File: src/rtl/cpu_pkg.sv
// cpu_pkg: shared constants and the {pc, data} fetch entry type for the 16-bit CPU.
package cpu_pkg;
   localparam int DATA_W   = 16;
   localparam int ADDR_W   = 16;
   localparam int RESET_PC = 10;
   localparam int PC_STEP  = 1;
   typedef struct packed {
      logic [ADDR_W-1:0] pc;
      logic [DATA_W-1:0] data;
   } fetch_entry_t;
endpackage

File: src/rtl/fetch_unit_if.sv
// fetch_unit_if: fetch-unit bus; instruction-memory read port, redirect input, decode handshake.
// master (fetch unit): drives imem_req/imem_addr and inst_valid/inst_data/inst_pc.
// slave (memory + decode side): drives imem_rdata, redirect_valid/redirect_pc, inst_ready.
interface fetch_unit_if #(
   parameter int DATA_W = cpu_pkg::DATA_W,
   parameter int ADDR_W = cpu_pkg::ADDR_W
);
   logic              imem_req;
   logic [ADDR_W-1:0] imem_addr;
   logic [DATA_W-1:0] imem_rdata;
   logic              redirect_valid;
   logic [ADDR_W-1:0] redirect_pc;
   logic              inst_valid;
   logic              inst_ready;
   logic [DATA_W-1:0] inst_data;
   logic [ADDR_W-1:0] inst_pc;
   modport master (
      output imem_req, imem_addr, inst_valid, inst_data, inst_pc,
      input  imem_rdata, redirect_valid, redirect_pc, inst_ready
   );
   modport slave (
      input  imem_req, imem_addr, inst_valid, inst_data, inst_pc,
      output imem_rdata, redirect_valid, redirect_pc, inst_ready
   );
endinterface

File: src/rtl/sync_fifo.sv
// sync_fifo: DEPTH-entry synchronous FIFO with head peek and occupancy count.
// Ports: clk/rst (sync active-high, also used as flush), i_push/i_data write,
// i_pop read, o_head current head entry, o_count occupancy 0..DEPTH.
module sync_fifo #(
   parameter int WIDTH = 32,
   parameter int DEPTH = 4
) (
   input  logic                       clk,
   input  logic                       rst,
   input  logic                       i_push,
   input  logic                       i_pop,
   input  logic [WIDTH-1:0]           i_data,
   output logic [WIDTH-1:0]           o_head,
   output logic [$clog2(DEPTH):0]     o_count
);
   localparam int AW = $clog2(DEPTH);
   logic [WIDTH-1:0] r_mem [DEPTH];
   logic [AW-1:0]    r_rd, r_wr;
   logic [AW:0]      r_count;
   assign o_head  = r_mem[r_rd];
   assign o_count = r_count;
   always_ff @(posedge clk) begin
      if (rst) begin
         r_rd    <= '0;
         r_wr    <= '0;
         r_count <= '0;
      end else begin
         if (i_push) begin
            r_mem[r_wr] <= i_data;
            r_wr        <= r_wr + AW'(1);
         end
         if (i_pop) r_rd <= r_rd + AW'(1);
         r_count <= r_count + (AW+1)'(i_push) - (AW+1)'(i_pop);
      end
   end
endmodule

File: src/rtl/fetch_unit.sv
// fetch_unit: resettable PC, redirect and prefetch buffer feeding decode over valid/ready.
// Ports: clk, rst (sync active-high), bus (fetch_unit_if.master): 1-cycle-latency
// instruction memory read port, redirect_valid/redirect_pc, inst_* delivery handshake.
module fetch_unit #(
   parameter int DATA_W   = cpu_pkg::DATA_W,
   parameter int ADDR_W   = cpu_pkg::ADDR_W,
   parameter int RESET_PC = cpu_pkg::RESET_PC,
   parameter int PC_STEP  = cpu_pkg::PC_STEP,
   parameter int DEPTH    = 4
) (
   input  logic         clk,
   input  logic         rst,
   fetch_unit_if.master bus
);
   localparam int CW = $clog2(DEPTH) + 1;
   typedef struct packed {
      logic [ADDR_W-1:0] pc;
      logic [DATA_W-1:0] data;
   } entry_t;
   logic [ADDR_W-1:0] r_fetch_pc, r_inflight_pc;
   logic              r_inflight, r_kill;
   logic              w_req, w_push, w_pop, w_valid, w_clr;
   logic [CW-1:0]     w_count;
   entry_t            w_head, w_tail;
   // credit: buffered plus in-flight words may never exceed the buffer, so a push always fits
   assign w_req   = !rst && !bus.redirect_valid && ((w_count + CW'(r_inflight)) < CW'(DEPTH));
   // the response landing in a redirect cycle belongs to the old stream and is flushed with it
   assign w_push  = r_inflight && !r_kill && !bus.redirect_valid;
   assign w_valid = !rst && (w_count != '0);
   assign w_pop   = w_valid && bus.inst_ready;
   assign w_clr   = rst || bus.redirect_valid;
   assign w_tail  = '{pc: r_inflight_pc, data: bus.imem_rdata};
   assign bus.imem_req   = w_req;
   assign bus.imem_addr  = rst ? ADDR_W'(RESET_PC) : r_fetch_pc;
   assign bus.inst_valid = w_valid;
   assign bus.inst_data  = w_valid ? w_head.data : '0;
   assign bus.inst_pc    = w_valid ? w_head.pc : '0;
   always_ff @(posedge clk) begin
      if (rst) begin
         r_fetch_pc    <= ADDR_W'(RESET_PC);
         r_inflight_pc <= ADDR_W'(RESET_PC);
         r_inflight    <= 1'b0;
         r_kill        <= 1'b0;
      end else begin
         r_inflight <= w_req;
         r_kill     <= bus.redirect_valid && r_inflight;
         if (bus.redirect_valid) r_fetch_pc <= bus.redirect_pc;
         else if (w_req) begin
            r_inflight_pc <= r_fetch_pc;
            r_fetch_pc    <= r_fetch_pc + ADDR_W'(PC_STEP);
         end
      end
   end
   sync_fifo #(.WIDTH(ADDR_W + DATA_W), .DEPTH(DEPTH)) u_fifo (
      .clk     (clk),
      .rst     (w_clr),
      .i_push  (w_push),
      .i_pop   (w_pop),
      .i_data  (w_tail),
      .o_head  (w_head),
      .o_count (w_count)
   );
endmodule
File: src/flat_wrapper.sv
// flat-port wrapper written by rule: the top's interface ports become plain ports
module fetch_unit_flat 
#(
   parameter int DATA_W   = cpu_pkg::DATA_W,
   parameter int ADDR_W   = cpu_pkg::ADDR_W,
   parameter int RESET_PC = cpu_pkg::RESET_PC,
   parameter int PC_STEP  = cpu_pkg::PC_STEP,
   parameter int DEPTH    = 4
)
  (clk, rst, bus_imem_req, bus_imem_addr, bus_inst_valid, bus_inst_data, bus_inst_pc, bus_imem_rdata, bus_redirect_valid, bus_redirect_pc, bus_inst_ready);
  fetch_unit_if #(.DATA_W(DATA_W), .ADDR_W(ADDR_W)) bus_i ();
  input  logic clk;
  input  logic rst;
  output wire logic [$bits(bus_i.imem_req)-1:0] bus_imem_req;
  output wire logic [$bits(bus_i.imem_addr)-1:0] bus_imem_addr;
  output wire logic [$bits(bus_i.inst_valid)-1:0] bus_inst_valid;
  output wire logic [$bits(bus_i.inst_data)-1:0] bus_inst_data;
  output wire logic [$bits(bus_i.inst_pc)-1:0] bus_inst_pc;
  input wire logic [$bits(bus_i.imem_rdata)-1:0] bus_imem_rdata;
  input wire logic [$bits(bus_i.redirect_valid)-1:0] bus_redirect_valid;
  input wire logic [$bits(bus_i.redirect_pc)-1:0] bus_redirect_pc;
  input wire logic [$bits(bus_i.inst_ready)-1:0] bus_inst_ready;
  assign bus_imem_req = bus_i.imem_req;
  assign bus_imem_addr = bus_i.imem_addr;
  assign bus_inst_valid = bus_i.inst_valid;
  assign bus_inst_data = bus_i.inst_data;
  assign bus_inst_pc = bus_i.inst_pc;
  assign bus_i.imem_rdata = bus_imem_rdata;
  assign bus_i.redirect_valid = bus_redirect_valid;
  assign bus_i.redirect_pc = bus_redirect_pc;
  assign bus_i.inst_ready = bus_inst_ready;
  fetch_unit #(.DATA_W(DATA_W), .ADDR_W(ADDR_W), .RESET_PC(RESET_PC), .PC_STEP(PC_STEP), .DEPTH(DEPTH)) u_core (.clk(clk), .rst(rst), .bus(bus_i));
endmodule
File: config.mk
export PLATFORM = sky130hd
export DESIGN_NAME = fetch_unit_flat
export DESIGN_NICKNAME = d
export VERILOG_FILES = /design/src/rtl/cpu_pkg.sv /design/src/rtl/fetch_unit_if.sv /design/src/rtl/sync_fifo.sv /design/src/rtl/fetch_unit.sv /design/src/flat_wrapper.sv
export SDC_FILE = /design/constraint.sdc
export NUM_CORES = 1
export LEC_CHECK = 0
export ABC_AREA = 1
export CORE_MARGIN = 4
export CORE_UTILIZATION = 50
export CTS_CLUSTER_SIZE = 30
export DETAILED_ROUTE_END_ITERATION = 7
export PLACE_DENSITY_LB_ADDON = 0.15
export SYNTH_ARGS = -nofsm -noshare
export SYNTH_HDL_FRONTEND = slang
export SYNTH_SLANG_ARGS = --single-unit
File: constraint.sdc
create_clock -name clk -period 3 [get_ports clk]
set_input_delay 0.6 -clock clk [delete_from_list [all_inputs] [get_ports clk]]
set_output_delay 0.6 -clock clk [all_outputs]
set_load 0.01 [all_outputs]
Yosys cells after proc, flatten, opt, wreduce, memory -nomap -nowiden
Memories as Yosys holds them, arrays and structs flattened. A register that Yosys moved wholly into a read port is not among the register bits.
Cells that the tools add are included.
{"block": "classes", "add_sub_neg": 6, "multipliers": 0, "div": 0, "magnitude_cmp": 1, "eq_ne": 0, "shifts": 0, "mux": 10, "bitwise": 1, "n_reduce_logical": 14}
{"op": "two-way mux 16 bit", "n": 5}
{"op": "adder 16 x 1 -> 16 bit, second input constant", "n": 1}
{"op": "logical AND 1 bit", "n": 7}
{"op": "adder 3 x 1 -> 3 bit", "n": 2}
{"op": "adder 2 x 1 -> 2 bit, second input constant", "n": 2}
{"op": "two-way mux 2 bit", "n": 2}
{"op": "logical NOT 1 bit", "n": 3}
{"op": "less-than comparator 3 bit, second input constant", "n": 1}
{"op": "two-way mux 1 bit", "n": 3}
{"op": "nonzero test 3 bit", "n": 1}
{"op": "subtractor 3 x 1 -> 3 bit", "n": 1}
{"op": "AND reduction 2 bit", "n": 1}
{"op": "nonzero test 2 bit", "n": 1}
{"op": "logical OR 1 bit", "n": 1}
{"op": "inverter 1 bit", "n": 1}
{"block": "word_totals", "register_bits": 41, "latch_bits": 0, "ramBits": 128, "mem_bits_ro": 0, "input_bits": 36, "output_inout_bits": 50, "word_cells": 40, "memories": 1}
{"name": "u_core.u_fifo.r_mem", "depth": 4, "word_bits": 32, "read_ports": 1, "rd_clocked_by_memory_dff": 1, "wr": 1, "line_no": "sync_fifo.sv:17", "text": "logic [WIDTH-1:0] r_mem [DEPTH];"}

Longest topological paths before layout
Gate-level depths: netlist (run 1).
{"block": "depth", "word_depth": 6, "ltp_mapped": 11, "mapped_depth_nobuf": 11}

Modules after synthesis
A second synthesis (run 1) with hierarchy kept.
{"block": "unflattened", "cells_unflattened": 757, "hier_area_um2": 7390.8}
{"module": "sync_fifo", "instances": 1, "cells_per_inst": 399, "area_per_inst_um2": 5245.0, "seq_area_each_um2": 4023.9}
{"module": "fetch_unit", "instances": 1, "cells_per_inst": 358, "area_per_inst_um2": 2145.8, "seq_area_each_um2": 680.7}

Least setup slack after synthesis (run 1)
OpenSTA, ideal clock, no wires.
{"block": "synth_path", "kind": "input port to flip-flop", "start": "input port bus_redirect_valid", "end": "memory u_core.u_fifo.r_mem[0][0], enable pin", "setup_time_ns": 0.421, "arrival_time_ns": 2.517, "required_ns": 2.579, "path_slack_ns": 0.062, "path_stages": 4, "path_buffers": 1, "path_cell_list": "buf_6 > nor3_2 > nand2_1 > nor2_1"}
{"block": "synth_between", "elab_chain_len": 5, "elab_cells_between_ends": 6, "classes_between": "3 x mux; 3 x reduce/logical"}
{"item": "start: declaration", "line_no": "flat_wrapper.sv:20", "text": "input wire logic [$bits(bus_i.redirect_valid)-1:0] bus_redirect_valid;"}
{"item": "logical NOT 1 bit", "line_no": "fetch_unit.sv:28", "text": "assign w_push = r_inflight && !r_kill && !bus.redirect_valid;"}
{"item": "logical AND 1 bit", "line_no": "fetch_unit.sv:28"}
{"item": "net u_core.u_fifo.i_push", "line_no": "sync_fifo.sv:10", "text": "input logic i_push,"}
{"item": "two-way mux 1 bit", "line_no": "sync_fifo.sv:28", "text": "if (i_push) begin"}
{"item": "two-way mux 1 bit", "line_no": "sync_fifo.sv:23", "text": "if (rst) begin"}
{"item": "two-way mux 1 bit (implied by the code)", "line_no": "sync_fifo.sv:29", "text": "r_mem[r_wr] <= i_data;"}
{"item": "end: declaration", "line_no": "sync_fifo.sv:17"}
The timed path passes the listed nets, and every way through them passes these cells.

Worst setup path in the final report (run 1)
{"block": "layout_path", "start": "input port rst", "end": "output port bus_inst_pc[11]"}
{"block": "layout_between", "elab_chain_len": 3}
{"item": "start: declaration", "line_no": "flat_wrapper.sv:13", "text": "input logic rst;"}
{"item": "logical NOT 1 bit", "line_no": "fetch_unit.sv:29", "text": "assign w_valid = !rst && (w_count != '0);"}
{"item": "logical AND 1 bit", "line_no": "fetch_unit.sv:29"}
{"item": "two-way mux 16 bit", "line_no": "fetch_unit.sv:37", "text": "assign bus.inst_pc = w_valid ? w_head.pc : '0;"}
{"item": "end: declaration", "line_no": "flat_wrapper.sv:18", "text": "output wire logic [$bits(bus_i.inst_pc)-1:0] bus_inst_pc;"}
No other way between the ends.

==> impl_metrics.py, run 1 <==
metrics = {
    "outcome": {
        "status": "finished, final reports clean",
    },
    "layout": {
        "n_antenna_cell": 0,
        "final_common_cell": "nor2_1",
        "num-fill-cells": 1081,
        "drive_gt1_frac": 0.08354,
        "instances_no_fill": 994,
        "nNetsFinal": 845,
        "area_growth_pct": 23.89,
        "layout_common_cells": "nor2_1, edfxtp_1, clkdlybuf4s50_1",
        "fin_util": 0.6387,
    },
    "grt": {
        "grt_pass1_vias": 5008,
        "antenna_found_initial": 0,
        "grt_overflow_total": 0,
        "grt_max_degree": 49,
        "grt_use_total": 0.1938,
        "grt_pass1_wl_um": 24790,
    },
    "floorplanning": {
        "die_h_um": 128.3,
        "ioPinCount": 86,
        "coreArea_um2": 14040,
        "num_rows": 43,
        "die_w_um": 128.3,
        "initial_utilization": 0.5155,
        "die-area_um2": 16470,
    },
    "synthesis": {
        "synth_top_area_share": 0.5309,
        "synth_seq_cells": 171,
        "avgSynthCellArea_um2": 10.10,
        "ys_seq_area_frac": 0.6498,
        "synth_area_um2": 7239,
        "syn_inst": 717,
        "synthesis.nets": 761,
        "ys_types": 33,
        "yosysWarnings": 0,
        "yosysTopAreaCell": "edfxtp_1",
        "synth_area_leaders": "edfxtp_1, dfxtp_1, nor2_1",
    },
    "setup_path": {
        "crit_top_cell": "clkdlybuf4s50_1",
        "cp_max_fo": 33,
        "worstPathRequired_ns": 2.40,
        "path_cells": "clkdlybuf4s50_1 > inv_1 > nand2_1 > buf_12 > a21oi_1 > clkdlybuf4s50_1",
        "critPathArrivalTime_ns": 2.26,
        "criticalPathCategory": "primary input to output pin",
        "slowest_stage": "clkdlybuf4s50_1",
        "r2r_start": "u_core.u_fifo.o_count[1]$_SDFF_PP0_",
        "startpoint_type": "primary input",
        "crit_path_start": "rst",
        "worst_path_largest_cell_delay_ns": 0.58,
        "end_kind": "output pin",
    },
    "clock_network": {
        "cts_tree": "done",
        "clockRootBuffer": "clkbuf_16",
        "insertion_delay_ns": 0.42,
        "cts.clk_slew.worst_paths_ns": 0.06,
        "post_cts_resized": 0,
        "post_cts.repair.setup_buffers": 0,
        "clock_path_buffers": 2,
        "cts_made_buffers": 17,
        "htree_levels": 4,
        "ctsHoldBuffers": 0,
        "clock_sinks": 171,
    },
    "pwr": {
        "ir_worst_vdd_uv": 390.9,
        "p_per_area_nw_per_um2": 569.6,
        "p_leak_uw": 0.003262,
    },
    "placed_design": {
        "routabilityCongestion": 0.8430,
        "hpwl_um": 9488,
        "dp_cells": 962,
        "io_buffers": 85,
    },
    "sta": {
        "hold_viol": 0,
        "fmax_mhz": 349.8,
        "grt_setup_unrepaired": "false",
        "finalCritPeriodShare": 0.9530,
        "finalWorstPathRequiredPeriod_ns": 2.859,
        "fin_tns_setup_ns": 0,
        "setup_viol": 0,
        "finalMaxSlewViolations": 0,
        "worst_pin_slew_ns": 0.4897,
        "relSlewSlack": 0.6732,
        "skew_ns": 0.007919,
        "hold_slack_ns": 0.4804,
    },
    "hold_path": {
        "hp-class": "flip-flop to flip-flop",
        "min_from": "u_core.u_fifo.r_rd[1]$_SDFFE_PP0P_",
    },
    "run": {
        "cap_violations": 0,
    },
    "drt": {
        "ant_nets": 0,
        "wl_um": 15520,
        "drc": 0,
        "wire_per_inst_um": 15.61,
        "drtIter0Drc": 333,
        "vias": 5161,
        "vias_per_cell": 5.192,
        "detail_route.first_pass.iterations": 5,
    },
}
## report_power, final
part | total [µW] | switching (µW) | internal [µW]
Clock | 2210 | 840 | 1370
Sequential | 2630 | 41.9 | 2580
Combinational | 271 | 147 | 124
Total | 5110 | 1030 | 4080
## registers in the layout (all words and copies together), names as in the netlist, named ones only
name,flops
u_core.u_fifo.r_mem,128
u_core.r_fetch_pc,16
u_core.r_inflight_pc,16
u_core.u_fifo.o_count,3
u_core.u_fifo.r_rd,2
u_core.u_fifo.r_wr,2
u_core.r_inflight,1
u_core.r_kill,1
## worst paths after layout
path	end	slack, ns	depth (start not counted)
min	u_core.u_fifo.r_rd[1]$_SDFFE_PP0P_	0.48	2
min reg2reg	u_core.u_fifo.r_rd[1]$_SDFFE_PP0P_	0.48	2
max	bus_inst_pc[11]	0.14	6
max reg2reg	u_core.u_fifo.o_count[2]$_SDFF_PP0_	0.81	11
## cells in the mapped netlist
cell        n
nor2_2      5
inv_1      54
o211ai_1    1
nand4_1     5
a211oi_1    1
fa_1        1
a21oi_1    63
xor2_1      3
nor3_1      1
nand2_1    71
ha_1        7
clkbuf_1   12
nand3_4     1
buf_2      17
nand3b_1    1
edfxtp_1  128
dfxtp_1    43
buf_6       6
o21ai_1     2
clkinv_1    1
or2_1       1
a22oi_1     1
clkinv_4    1
o21ai_0    81
nor2_1    167
nand3_1    32
inv_2       1
nor2_4      1
or2_2       2
buf_1       2
xnor2_1     2
nand3_2     2
nor3_2      1
## routing by layer
metal | vias to the layer above | track usage | wire, µm
li1 | 2583 | - | -
met1 | 2423 | 0.2511 | 6701
met2 | 142 | 0.3267 | 7810
met3 | 13 | 0.04027 | 822
met4 | 0 | 0.06554 | 185
met5 | - | 0 | 0
## through the flow
stage	setup WS (ns)	area (µm²)	total power, µW
final	0.1410	8969	5108
after detailed placement	0.09893	8344	2945
after global placement	0.08623	8344	2936
after global routing	0.03689	8969	5296
after floorplan	0.06201	7239	2809
after CTS	0.02109	8957	5156
## worst max-delay path: cells and delay by family
family                 cells  cell delay (ns)
buffers and inverters      4             1.29
AO/OA/AOI/OAI              1             0.23
AND/OR/NAND/NOR            1             0.12
## cells by family after synthesis
family / share of synthesized area
fa+ha+maj: 0.01486
simple gates: 0.1666
xor+xnor: 0.006050
compound gates: 0.1040
flops: 0.6498
buf+inv: 0.05859
## layout make-up
type	count	area, µm²	area share
timing repair buffer	102	1061	0.1183
multi-input combinational	452	2145	0.2391
inverter	57	219.0	0.02441
clock buffer	21	470.5	0.05246
sequential	171	4706	0.5247
tap	180	225.2	0.02511
clock inverter	11	142.6	0.01590
(Power assumes the default switching activity.)
==> run 2, diff against run 1 <==
- PLACE_DENSITY: not set -> 0.75
- PLACE_DENSITY_LB_ADDON: 0.15 -> not set
- SKIP_LAST_GASP: not set -> 1
==> run 2 against run 1 <==
Clock skew down 0.0034 ns. Worst setup slack got worse by 0.041 ns. Critical path depth did not move. Combinational power about the same. Clock-buffer cell count fell by 3. Hold slack improved by 0.0011 ns. Total power decreased by 1.3%. Sequential share of layout area is 0.20 points higher. Cell count rose by 0.60%.
==> impl_metrics.py, run 2 (synthesized netlist as in run 1, its figures left out) <==
metrics = {
    "clock_network": {
        "insertion_delay_ns": 0.41,
        "cts_tree": "done",
        "cts.clk_slew.worst_paths_ns": 0.06,
        "clock_sinks": 171,
        "clock_path_buffers": 2,
        "htree_levels": 4,
        "clockRootBuffer": "clkbuf_16",
        "cts_made_buffers": 17,
    },
    "layout": {
        "final_common_cell": "nor2_1",
        "area_growth_pct": 23.47,
        "regMostFlops": "u_core.u_fifo.r_mem",
        "drive_gt1_frac": 0.08902,
        "largest_reg_flops": 128,
        "reg.largest.list": "u_core.u_fifo.r_mem x128, u_core.r_fetch_pc x16, u_core.r_inflight_pc x16",
        "layout_common_cells": "nor2_1, edfxtp_1, clkdlybuf4s50_1",
        "instances_no_fill": 1000,
        "nNetsFinal": 852,
        "n_antenna_cell": 0,
    },
    "placed_design": {
        "routabilityCongestion": 0.8765,
        "dp_cells": 967,
        "hpwl_um": 10260,
        "io_buffers": 85,
    },
    "sta": {
        "finalCritPeriodShare": 0.9665,
        "fin_tns_setup_ns": 0,
        "setup_viol": 0,
        "worst_pin_slew_ns": 0.4951,
        "grt_setup_unrepaired": "false",
        "finalWorstPathRequiredPeriod_ns": 2.900,
        "skew_ns": 0.004538,
        "fmax_mhz": 344.9,
        "relSlewSlack": 0.6696,
        "finalMaxSlewViolations": 0,
        "hold_viol": 0,
    },
    "grt": {
        "grt_pass1_wl_um": 25540,
        "grt_max_degree": 41,
        "grt_pass1_vias": 5272,
        "grt_use_total": 0.1978,
        "antenna_found_initial": 0,
        "grt_overflow_total": 0,
    },
    "floorplanning": {
        "coreArea_um2": 14040,
        "ioPinCount": 86,
        "die_h_um": 128.3,
        "num_rows": 43,
        "die-area_um2": 16470,
        "initial_utilization": 0.5155,
        "die_w_um": 128.3,
    },
    "setup_path": {
        "crit_top_cell": "clkdlybuf4s50_1",
        "rr_worst_depth": 11,
        "cp_max_fo": 25,
        "slowest_stage": "clkdlybuf4s50_1",
        "startpoint_type": "primary input",
        "worst_path_largest_cell_delay_ns": 0.57,
        "rrSetupSlack_ns": 0.65,
        "worstPathRequired_ns": 2.40,
        "criticalPathCategory": "primary input to output pin",
        "end_kind": "output pin",
        "path_cells": "clkdlybuf4s50_1 > inv_1 > nand2_1 > buf_12 > a21oi_1 > clkdlybuf4s50_1",
        "critPathArrivalTime_ns": 2.30,
        "r2r_start": "u_core.u_fifo.o_count[1]$_SDFF_PP0_",
        "r2r-end": "u_core.u_fifo.o_count[2]$_SDFF_PP0_",
    },
    "pwr": {
        "p_leak_uw": 0.003260,
        "p_int_uw": 4001,
        "p_per_area_nw_per_um2": 564.1,
        "ir_worst_vdd_uv": 354.9,
        "swShare": 0.2065,
        "clock_power_share": 0.425,
        "p_switching_uw": 1041,
        "comb_power_share": 0.054,
        "p_seq_frac": 0.521,
    },
    "drt": {
        "wire_per_inst_um": 15.86,
        "detail_route.first_pass.iterations": 5,
        "drtIter0Drc": 441,
        "vias": 5276,
        "drc": 0,
        "ant_nets": 0,
        "vias_per_cell": 5.276,
        "wl_um": 15860,
    },
    "hold_path": {
        "min_from": "u_core.u_fifo.r_rd[1]$_SDFFE_PP0P_",
        "min_to": "u_core.u_fifo.r_rd[1]$_SDFFE_PP0P_",
        "hold_depth": 2,
        "hp-class": "flip-flop to flip-flop",
    },
    "run": {
        "cap_violations": 0,
    },
    "outcome": {
        "status": "finished, final reports clean",
    },
}
==> run 2: worst max path at each step <==
stage | start | end | cells past startpoint
final | rst | bus_inst_data[13] | 6
after global routing | flip-flop | bus_inst_pc[5] | 5
after CTS | flip-flop | bus_inst_pc[6] | 6
after detailed placement | rst | bus_inst_pc[2] | 6
after global placement | rst | u_core.u_fifo.o_count[2]$_SDFF_PP0_ | 11
after floorplan | bus_redirect_valid | u_core.u_fifo.r_mem[0][0]$_DFFE_PP_ | 4
==> run 2: final cells by class <==
type	count	area, µm²
clock buffer	18	429.2
tap	180	225.2
fill	1088	5104
inverter	57	222.7
sequential	171	4708
multi-input combinational	452	2141
timing repair buffer	109	1060
clock inverter	13	152.6
==> run 2: repair_timing <==
action,in CTS,in global routing
gates resized for setup,0,3
endpoints found under the hold margin,0,0
setup buffers,0,2
hold buffers,0,0
endpoints found under the setup margin,0,21
==> run 2: layer usage <==
layer,vias up,global-route usage,routed length [µm]
met4,0,0.07179,231
met1,2464,0.2514,6900
met5,-,0,0
met2,191,0.3325,7814
met3,22,0.04608,910
li1,2599,-,-
==> run 2: worst max-delay path: cells and delay by family <==
family | cells | cell delay, ns
and+or+nand+nor | 1 | 0.17
AOI/OAI and AO/OA | 1 | 0.18
buffers and inverters | 4 | 1.35
==> run 2: stage by stage <==
stage	instance area [µm²]	hold slack, ns	setup WS [ns]	power [µW]	util
2_1_floorplan	7239	0.4356	0.06201	2809	-
3_3_place_gp	8332	0.4494	0.2199	2935	0.5933
3_5_place_dp	8332	0.4673	0.1443	2944	0.5933
4_1_cts	8914	0.4777	0.07286	5066	0.6348
5_1_grt	8939	0.5155	0.01302	5205	0.6366
6_report	8939	0.4815	0.1005	5042	0.6366
==> run 2: power by group through the flow <==
| stage | logic, µW | clock network (µW) | registers [µW] |
|---|---|---|---|
| 3_3_place_gp | 263 | 0 | 2670 |
| 3_5_place_dp | 269 | 0 | 2680 |
| 6_report | 271 | 2150 | 2630 |
| 5_1_grt | 299 | 2280 | 2630 |
| 2_1_floorplan | 147 | 0 | 2660 |
| 4_1_cts | 272 | 2170 | 2630 |
